--- src/rtl/mcs4_bus_fabric_if.sv ---
// Bus-fabric interface: agent drive/enable, cycle marker and the resolved/monitor outputs.
// master = agent/system side, slave = the fabric itself.
interface mcs4_bus_fabric_if #(
   parameter int unsigned NUM_AGENTS = 8,
   parameter int unsigned DATA_W     = 4,
   parameter int unsigned CNT_W      = 8
);
   localparam int unsigned OWN_W = (NUM_AGENTS > 1) ? $clog2(NUM_AGENTS) : 1;

   logic [NUM_AGENTS*DATA_W-1:0] agent_data;
   logic [NUM_AGENTS-1:0]        agent_en;
   logic                         sync;
   logic                         clear_errors;
   logic [DATA_W-1:0]            bus;
   logic [OWN_W-1:0]             bus_owner;
   logic                         bus_busy;
   logic [2:0]                   phase;
   logic                         locked;
   logic                         contention;
   logic [CNT_W-1:0]             contention_count;
   logic                         sync_error;
   logic [3*DATA_W-1:0]          cycle_addr;
   logic                         addr_valid;
   logic [2*DATA_W-1:0]          instr;
   logic                         instr_valid;

   modport master (
      output agent_data, agent_en, sync, clear_errors,
      input  bus, bus_owner, bus_busy, phase, locked, contention, contention_count,
             sync_error, cycle_addr, addr_valid, instr, instr_valid
   );

   modport slave (
      input  agent_data, agent_en, sync, clear_errors,
      output bus, bus_owner, bus_busy, phase, locked, contention, contention_count,
             sync_error, cycle_addr, addr_valid, instr, instr_valid
   );
endinterface

--- src/rtl/mcs4_bus_fabric.sv ---
// MCS-4 style shared-bus fabric: fixed-priority nibble bus resolve, 8-phase cycle
// tracker locked to sync, contention/sync fault monitor and fetch trace capture.
// Optional macro BUS_FABRIC_TRACE_EN compiles in the address/instruction capture;
// without it the trace outputs are tied to 0.
module mcs4_bus_fabric #(
   parameter int unsigned NUM_AGENTS = 8,
   parameter int unsigned DATA_W     = 4,
   parameter int unsigned CNT_W      = 8
) (
   input logic               clock,
   input logic               reset,
   mcs4_bus_fabric_if.slave  bus_if
);
   localparam int unsigned OWN_W = (NUM_AGENTS > 1) ? $clog2(NUM_AGENTS) : 1;

   logic [DATA_W-1:0] bus_val;
   logic [OWN_W-1:0]  owner_val;
   logic              multi_en;
   logic              sync_fault;

   logic [2:0]        phase_q;
   logic              locked_q;
   logic              contention_q;
   logic [CNT_W-1:0]  contention_cnt_q;
   logic              sync_error_q;
   logic [CNT_W-1:0]  sync_err_cnt_q;

   // Lowest enabled index wins; scan downward so the last hit is the highest priority.
   always_comb begin
      bus_val   = '0;
      owner_val = '0;
      for (int k = NUM_AGENTS - 1; k >= 0; k--) begin
         if (bus_if.agent_en[k]) begin
            bus_val   = bus_if.agent_data[k*DATA_W +: DATA_W];
            owner_val = OWN_W'(k);
         end
      end
   end

   assign multi_en   = ($countones(bus_if.agent_en) > 1);
   assign sync_fault = bus_if.sync && locked_q && (phase_q != 3'd7);

   // Phase tracker: sync forces phase 0 and lock; unlocked tracker parks at X3.
   always_ff @(posedge clock or posedge reset) begin
      if (reset) begin
         phase_q  <= 3'd7;
         locked_q <= 1'b0;
      end else if (bus_if.sync) begin
         phase_q  <= 3'd0;
         locked_q <= 1'b1;
      end else if (locked_q) begin
         phase_q  <= phase_q + 3'd1;
      end
   end

   // Sticky fault flags and saturating counters; a same-clock event beats the clear.
   always_ff @(posedge clock or posedge reset) begin
      if (reset) begin
         contention_q     <= 1'b0;
         contention_cnt_q <= '0;
         sync_error_q     <= 1'b0;
         sync_err_cnt_q   <= '0;
      end else if (bus_if.clear_errors) begin
         contention_q     <= multi_en;
         contention_cnt_q <= multi_en ? CNT_W'(1) : '0;
         sync_error_q     <= sync_fault;
         sync_err_cnt_q   <= sync_fault ? CNT_W'(1) : '0;
      end else begin
         if (multi_en) begin
            contention_q <= 1'b1;
            if (contention_cnt_q != '1) contention_cnt_q <= contention_cnt_q + CNT_W'(1);
         end
         if (sync_fault) begin
            sync_error_q <= 1'b1;
            if (sync_err_cnt_q != '1) sync_err_cnt_q <= sync_err_cnt_q + CNT_W'(1);
         end
      end
   end

`ifdef BUS_FABRIC_TRACE_EN
   logic [2*DATA_W-1:0] addr_part_q;
   logic [DATA_W-1:0]   opr_q;
   logic [3*DATA_W-1:0] cycle_addr_q;
   logic [2*DATA_W-1:0] instr_q;
   logic                addr_valid_q;
   logic                instr_valid_q;

   // Fetch capture; a sync on any capture phase restarts the cycle, dropping the partial.
   always_ff @(posedge clock or posedge reset) begin
      if (reset) begin
         addr_part_q   <= '0;
         opr_q         <= '0;
         cycle_addr_q  <= '0;
         instr_q       <= '0;
         addr_valid_q  <= 1'b0;
         instr_valid_q <= 1'b0;
      end else begin
         addr_valid_q  <= 1'b0;
         instr_valid_q <= 1'b0;
         if (locked_q && !bus_if.sync) begin
            case (phase_q)
               3'd0: addr_part_q[DATA_W-1:0]        <= bus_val;
               3'd1: addr_part_q[2*DATA_W-1:DATA_W] <= bus_val;
               3'd2: begin
                  cycle_addr_q <= {bus_val, addr_part_q};
                  addr_valid_q <= 1'b1;
               end
               3'd3: opr_q <= bus_val;
               3'd4: begin
                  instr_q       <= {opr_q, bus_val};
                  instr_valid_q <= 1'b1;
               end
               default: ;
            endcase
         end
      end
   end

   assign bus_if.cycle_addr  = cycle_addr_q;
   assign bus_if.addr_valid  = addr_valid_q;
   assign bus_if.instr       = instr_q;
   assign bus_if.instr_valid = instr_valid_q;
`else
   assign bus_if.cycle_addr  = '0;
   assign bus_if.addr_valid  = 1'b0;
   assign bus_if.instr       = '0;
   assign bus_if.instr_valid = 1'b0;
`endif

   assign bus_if.bus              = bus_val;
   assign bus_if.bus_owner        = owner_val;
   assign bus_if.bus_busy         = |bus_if.agent_en;
   assign bus_if.phase            = phase_q;
   assign bus_if.locked           = locked_q;
   assign bus_if.contention       = contention_q;
   assign bus_if.contention_count = contention_cnt_q;
   assign bus_if.sync_error       = sync_error_q;
endmodule

--- src/flat_wrapper.sv ---
// flat-port wrapper written by rule: the top's interface ports become plain ports
module mcs4_bus_fabric_flat 
#(
   parameter int unsigned NUM_AGENTS = 8,
   parameter int unsigned DATA_W     = 4,
   parameter int unsigned CNT_W      = 8
)
  (clock, reset, bus_if_agent_data, bus_if_agent_en, bus_if_sync, bus_if_clear_errors, bus_if_bus, bus_if_bus_owner, bus_if_bus_busy, bus_if_phase, bus_if_locked, bus_if_contention, bus_if_contention_count, bus_if_sync_error, bus_if_cycle_addr, bus_if_addr_valid, bus_if_instr, bus_if_instr_valid);
  mcs4_bus_fabric_if #(.NUM_AGENTS(NUM_AGENTS), .DATA_W(DATA_W), .CNT_W(CNT_W)) bus_if_i ();
  input logic clock;
  input logic reset;
  input wire logic [$bits(bus_if_i.agent_data)-1:0] bus_if_agent_data;
  input wire logic [$bits(bus_if_i.agent_en)-1:0] bus_if_agent_en;
  input wire logic [$bits(bus_if_i.sync)-1:0] bus_if_sync;
  input wire logic [$bits(bus_if_i.clear_errors)-1:0] bus_if_clear_errors;
  output wire logic [$bits(bus_if_i.bus)-1:0] bus_if_bus;
  output wire logic [$bits(bus_if_i.bus_owner)-1:0] bus_if_bus_owner;
  output wire logic [$bits(bus_if_i.bus_busy)-1:0] bus_if_bus_busy;
  output wire logic [$bits(bus_if_i.phase)-1:0] bus_if_phase;
  output wire logic [$bits(bus_if_i.locked)-1:0] bus_if_locked;
  output wire logic [$bits(bus_if_i.contention)-1:0] bus_if_contention;
  output wire logic [$bits(bus_if_i.contention_count)-1:0] bus_if_contention_count;
  output wire logic [$bits(bus_if_i.sync_error)-1:0] bus_if_sync_error;
  output wire logic [$bits(bus_if_i.cycle_addr)-1:0] bus_if_cycle_addr;
  output wire logic [$bits(bus_if_i.addr_valid)-1:0] bus_if_addr_valid;
  output wire logic [$bits(bus_if_i.instr)-1:0] bus_if_instr;
  output wire logic [$bits(bus_if_i.instr_valid)-1:0] bus_if_instr_valid;
  assign bus_if_i.agent_data = bus_if_agent_data;
  assign bus_if_i.agent_en = bus_if_agent_en;
  assign bus_if_i.sync = bus_if_sync;
  assign bus_if_i.clear_errors = bus_if_clear_errors;
  assign bus_if_bus = bus_if_i.bus;
  assign bus_if_bus_owner = bus_if_i.bus_owner;
  assign bus_if_bus_busy = bus_if_i.bus_busy;
  assign bus_if_phase = bus_if_i.phase;
  assign bus_if_locked = bus_if_i.locked;
  assign bus_if_contention = bus_if_i.contention;
  assign bus_if_contention_count = bus_if_i.contention_count;
  assign bus_if_sync_error = bus_if_i.sync_error;
  assign bus_if_cycle_addr = bus_if_i.cycle_addr;
  assign bus_if_addr_valid = bus_if_i.addr_valid;
  assign bus_if_instr = bus_if_i.instr;
  assign bus_if_instr_valid = bus_if_i.instr_valid;
  mcs4_bus_fabric #(.NUM_AGENTS(NUM_AGENTS), .DATA_W(DATA_W), .CNT_W(CNT_W)) u_core (.clock(clock), .reset(reset), .bus_if(bus_if_i));
endmodule
--- config.mk ---
export PLATFORM = sky130hd
export DESIGN_NAME = mcs4_bus_fabric_flat
export DESIGN_NICKNAME = d
export VERILOG_FILES = /design/src/rtl/mcs4_bus_fabric_if.sv /design/src/rtl/mcs4_bus_fabric.sv /design/src/flat_wrapper.sv
export SDC_FILE = /design/constraint.sdc
export NUM_CORES = 1
export LEC_CHECK = 0
export BUFFER_PORTS_ARGS = -buffer_cell sky130_fd_sc_hd__buf_4
export CAP_MARGIN = 40
export CORE_MARGIN = 4
export CORE_UTILIZATION = 43
export DETAILED_ROUTE_END_ITERATION = 8
export PLACE_DENSITY = 0.83
export SETUP_SLACK_MARGIN = 0.15
export SLEW_MARGIN = 10
export SYNTH_ARGS = -nofsm -noshare
export SYNTH_HDL_FRONTEND = slang
export SYNTH_SLANG_ARGS = --single-unit
export TNS_END_PERCENT = 1
--- constraint.sdc ---
create_clock -name clock -period 1.7 [get_ports clock]
set_input_delay 0.085 -clock clock [delete_from_list [all_inputs] [get_ports clock]]
set_output_delay 0.085 -clock clock [all_outputs]
set_load 0.03 [all_outputs]
Word level (Yosys, flattened, before mapping) --
Index checks and enable logic that the tools add are counted. Widths: inputs -> output; s select.
Word-level totals: bits in registers 14, bits in latches 0, memory bits (writable) 0, memory bits (read-only) 0, logic and storage cells 51, memories 0
Operators by class: add/subtract/negate cells 9, $mul 0, divide/modulo/power cells 0, magnitude comparators 1, equal/unequal tests 2, shift operators 0, mux-type cells 26, bitwise logic cells 0, reduce and logical (&&, ||, !) cells 8
Operator list (number):
- $add 32x32->32 | 3
- $gt 32x2->1 const B | 1
- $mux 4 | 8
- $mux 3 | 10
- $mux 8 | 3
- $add 1x1->2 | 4
- $add 8x1->8 const B | 1
- $ne 8x8->1 const B | 1
- $reduce_bool 2->1 | 4
- $reduce_or 8->1 | 1
- $mux 1 | 5
- $add 3x1->3 const B | 1
- $ne 3x3->1 const B | 1
- $logic_and 1x1->1 | 2
- $reduce_and 2->1 | 1

Depth between registers and ports, before layout --
depth in word-level cells 8, gate-level depth with buffers 13, mapped depth without buffers 13

Worst setup path before layout --
OpenSTA, ideal clock, no wires.
path type input-to-reg, from input bus_if_agent_en[6], to register u_core.contention_cnt_q[5], in the netlist u_core.bus_if.contention_count[5], setup time 0.131 ns, data arrival time 2.680 ns, data required time 1.569 ns, path slack -1.111 ns, stages 13, path buffers 0, cells stage by stage inv_1 -> ha_1 -> inv_1 -> fa_1 -> inv_1 -> fa_1 -> ha_1 -> inv_1 -> fa_1 -> and3b_1 -> nor4_2 -> xnor2_1 -> nor2_1
On the way: cells in the longest elaborated chain, start to end 6
RTL lines:
- start, declared | line flat_wrapper.sv:13 | input wire logic [$bits(bus_if_i.agent_en)-1:0] bus_if_agent_en;
- $add 1x1->2 (implied by the code) | line mcs4_bus_fabric.sv:40 | assign multi_en = ($countones(bus_if.agent_en) > 1);
- $add 32x32->32 (implied by the code) (2 in series) | line mcs4_bus_fabric.sv:40
- $gt 32x2->1 | line mcs4_bus_fabric.sv:40
- $reduce_bool 2->1 (no line)
- $reduce_and 2->1 (no line)
- end signal, assigned | line mcs4_bus_fabric.sv:65 | contention_cnt_q <= multi_en ? CNT_W'(1) : '0;
- end signal, assigned | line mcs4_bus_fabric.sv:71 | if (contention_cnt_q != '1) contention_cnt_q <= contention_cnt_q + CNT_W'(1);
- end, declared | line mcs4_bus_fabric.sv:24 | logic [CNT_W-1:0] contention_cnt_q;
No other way between the ends. A chain may end at the register's enable or synchronous reset.

Worst setup path in the final report --
from input bus_if_agent_en[5], to register u_core.contention_cnt_q[6], in the netlist u_core.bus_if.contention_count[6]
Same word-level chain as after synthesis.

==> reports/metrics.cfg <==
[outcome]
run_status=complete, but fails checks
failed_checks=negative setup slack

[synth]
postSynthAreaPerCell_um2=8.64
synth_seq_cells=14
synthAdderAreaFrac_pct=18.8
yosysWarnings=0
synth_simple_gate_area_share_pct=16.7
synth_seq_area_share_pct=24.8
synthDistinctLibCells=40
xor_xnor_fraction_of_synth_area_pct=1.84
synth_compound_area_share_pct=17.0
count_of_mapped_cells_out_of_synthesis=165
largest_family_of_logic_cells_by_synthesized_area=adder cells
synthesis.area_um2=1430
synth_mux_area_share_pct=3.51

[timing]
timing.clock.skew_ns=0.00173
unrepaired_setup_endpoints_after_global_routing=true
timing.fmax_mhz=405
timing.final.crit_share_pct=145
report.final.setup_viol=9
worst_hold_slack_ns=0.0475
worst_slew_margin_relative_to_its_limit_pct=63.7
final.setup.worst_slack_ns=-0.769
fin_crit_ns=2.47
tightest_slew_ns=0.544
timing.final.hold_violations=0
timing_max_transition_violations_final=0

[clock_tree]
tritoncts_clock_tree=yes
number_of_buffers_created_by_cts=3
worst_setup_hold_path_clk_slew_ns=0.09
cts-root-to-sink-buffers=2
clk_root_buffer_cell=sky130_fd_sc_hd__clkbuf_4
clkLatencyLatePin_ns=0.29
tritoncts_num_sinks=14
cts.htree.levels=1

[place]
dpl_cell_area_um2=2020
finalWeightedCongestion=0.864
numPortBuffers=65
place.detailed.hpwl_um=3080

[hold_path]
min_delay_path_depth=2
hold_path.class=in2reg

[critical_path]
rr_worst_depth=5
cp_data_required_time_ns=1.88
timing.critical_path.fanout_max=5
cp-start-kind=input port
endpoint=u_core.bus_if.contention_count[6]
reg2reg_from=u_core.bus_if.contention_count[0]
rrSetupSlack_ns=0.14
r2r-end=u_core.bus_if.contention_count[1]
timing.critical_path.arrival_ns=2.65
critical_path_class=in2reg
worst_setup_path_startpoint=bus_if_agent_en[5]
capturing_element_type_of_the_critical_path=flip-flop

[global_routing]
antenna_violations_before_repair=0
globalRouteTotalUtil_pct=18.6
grt_pass1_wl_um=6290
globalRouteOverflowTotal=0
grt_pass1_vias=1437
largest_net_degree_at_the_start_of_global_routing=15

[routing]
postRouteWirelength_um=3710
wl_met1_um=1500
drc=0
vias=1420
detailedRoute.firstIterationViolations=59
met3WireLength_um=184
drt-vias-per-instance=4.86
route.antenna.remaining_nets=0
wl_per_cell_um=12.7
maxUsedRoutingLayer=met4
dr_pass1_iterations=4
met2_wirelength_um=1990

[floorplan]
floorplan.io_pins=88
die_h_um=65.6
core_area_um2=3100
initial_utilization_pct=46.0
fp.dieW_um=65.6
placement_rows=20
die_area_um2=4300

[power_and_ir_drop]
power.density_nw_per_um2=674
power.leakage_nw=1.07
peakVddDrop_mv=0.416

[cells_and_area]
final_core_utilization_pct=70.2
num_antenna_cells=0
multiInputGateArea_um2=1010
final_net_count=312
final_design_area_no_fill_um2=2180
area.growth.synth_to_final_pct=52.7
regArea_um2=354
final_layout_size_suffix_gt1_share_pct=46.4
n_fill_cell=253

[flow_run]
timing.max_cap.violations=0

==> worst max-delay path, stage by stage <==
cell	delay, ns
sky130_fd_sc_hd__buf_8	0.10
sky130_fd_sc_hd__ha_4	0.15
sky130_fd_sc_hd__fa_1	0.49
sky130_fd_sc_hd__fa_1	0.51
sky130_fd_sc_hd__ha_2	0.17
sky130_fd_sc_hd__inv_2	0.03
sky130_fd_sc_hd__fa_1	0.44
sky130_fd_sc_hd__and3b_2	0.27
sky130_fd_sc_hd__nor3_2	0.14
sky130_fd_sc_hd__mux2i_1	0.20
sky130_fd_sc_hd__nor2_1	0.05
==> what timing repair did <==
| item | in CTS | in global routing |
|---|---|---|
| buffers inserted | 1 | 0 |
| pin swaps | 14 | 2 |
| endpoints found under the setup margin | 9 | 9 |
| gates resized for setup | 22 | 1 |
| hold buffers | 2 | 0 |
| cloned | 0 | 0 |
| hold endpoints to repair | 14 | 0 |
==> sequential cells by signal, summed over array words and instances (netlist names) <==
| name | count |
|---|---|
| u_core.bus_if.contention_count | 8 |
| u_core.bus_if.locked | 1 |
| u_core.bus_if.phase | 3 |
| u_core.bus_if.contention | 1 |
| u_core.bus_if.sync_error | 1 |
==> placed cells by master, fill, tap and decap left out, types with 2 or more instances in the layout <==
cell type and count:
sky130_fd_sc_hd__a21oi_1 4, sky130_fd_sc_hd__a221oi_1 4, sky130_fd_sc_hd__a22oi_1 4, sky130_fd_sc_hd__a31oi_1 5, sky130_fd_sc_hd__buf_4 73, sky130_fd_sc_hd__buf_6 3, sky130_fd_sc_hd__buf_8 3, sky130_fd_sc_hd__clkbuf_4 3
sky130_fd_sc_hd__conb_1 22, sky130_fd_sc_hd__dfrtp_1 11, sky130_fd_sc_hd__dfstp_2 3, sky130_fd_sc_hd__dlygate4sd3_1 2, sky130_fd_sc_hd__fa_1 3, sky130_fd_sc_hd__ha_1 8, sky130_fd_sc_hd__ha_4 6, sky130_fd_sc_hd__inv_1 11
sky130_fd_sc_hd__inv_2 7, sky130_fd_sc_hd__inv_4 2, sky130_fd_sc_hd__mux2i_1 5, sky130_fd_sc_hd__nand2_1 7, sky130_fd_sc_hd__nor2_1 16, sky130_fd_sc_hd__nor3_1 3, sky130_fd_sc_hd__o21ai_0 2, sky130_fd_sc_hd__o22ai_1 9
sky130_fd_sc_hd__or2_2 2, sky130_fd_sc_hd__or3_1 4, sky130_fd_sc_hd__xnor2_1 2
==> report_power, final <==
part	total (mW)	switching (mW)	leakage [nW]	internal (mW)
clock	0.245	0.114	0.0210	0.131
combinational	0.792	0.462	0.884	0.330
sequential	0.432	0.0487	0.167	0.383
==> kinds of logic after synthesis <==
family / Yosys count
and+or+nand+nor: 45
buffers and inverters: 43
AOI/OAI and AO/OA: 35
adders and majority gates: 19
DFF: 14
muxes: 5
xor gates and xnor gates: 3
other: 1
==> per-stage QoR <==
| stage | power [mW] | setup slack (ns) | setup TNS (ns) | cells |
|---|---|---|---|---|
| global placement | 1.18 | -1.13 | -9.69 | 285 |
| detailed placement | 1.20 | -1.23 | -10.35 | 285 |
| CTS | 1.48 | -0.801 | -6.29 | 292 |
| finish | 1.47 | -0.769 | -6.32 | 292 |
| floorplan | 0.956 | -0.962 | -8.14 | 186 |
| global route | 1.58 | -0.849 | -6.94 | 292 |
==> synthesized netlist by cell type (all sizes together) <==
master	n	area (um^2)
o21bai	1	7.51
nand3	2	15.0
dfstp	3	78.8
nor2	17	63.8
or3	4	25.0
nand3b	1	7.51
or2b	1	8.76
or2	2	12.5
ha	15	188
and3b	1	8.76
dfrtp	11	275
clkbuf	1	3.75
conb	1	3.75
a21oi	4	20.0
xnor2	2	17.5
nand2	7	26.3
o311ai	1	8.76
fa	4	80.1
mux2i	5	50.1
o31ai	1	12.5
and4	1	8.76
o21a	1	7.51
a22oi	4	30.0
inv	20	75.1
xor2	1	8.76
nor4	1	12.5
a221oi	4	35.0
nor3	4	20.0
o211ai	1	7.51
a211oi	1	7.51
and3	1	7.51
o21ai	2	10.0
a2111oi	1	8.76
buf	22	165
nor2b	1	8.76
nand4	1	6.26
nand2b	1	6.26
o22ai	9	56.3
a31oi	5	31.3
==> worst min path at each step <==
stage               slack, ns                                end           startpoint
global placement         0.16               u_core.bus_if.locked                reset
finish                   0.05  u_core.bus_if.contention_count[5]  bus_if_clear_errors
floorplan               -0.03           u_core.bus_if.contention                reset
global route             0.04  u_core.bus_if.contention_count[5]  bus_if_clear_errors
detailed placement       0.16               u_core.bus_if.locked                reset
CTS                      0.03  u_core.bus_if.contention_count[5]  bus_if_clear_errors
==> area by class of cell <==
cell class | instances | area share, %
multi-input cells | 129 | 46.2
repair buffers | 81 | 29.7
flip-flops and latches | 14 | 16.3
inverters | 20 | 3.68
well taps | 44 | 2.53
clock buffers | 4 | 1.67
==> per-layer routing <==
metal	vias up	GRT usage, %
met1	677	22.0
li1	697	-
met2	42	34.6
met5	-	0
met3	4	3.08
met4	0	4.66
Note: power is estimated with default switching activity, not from simulation.
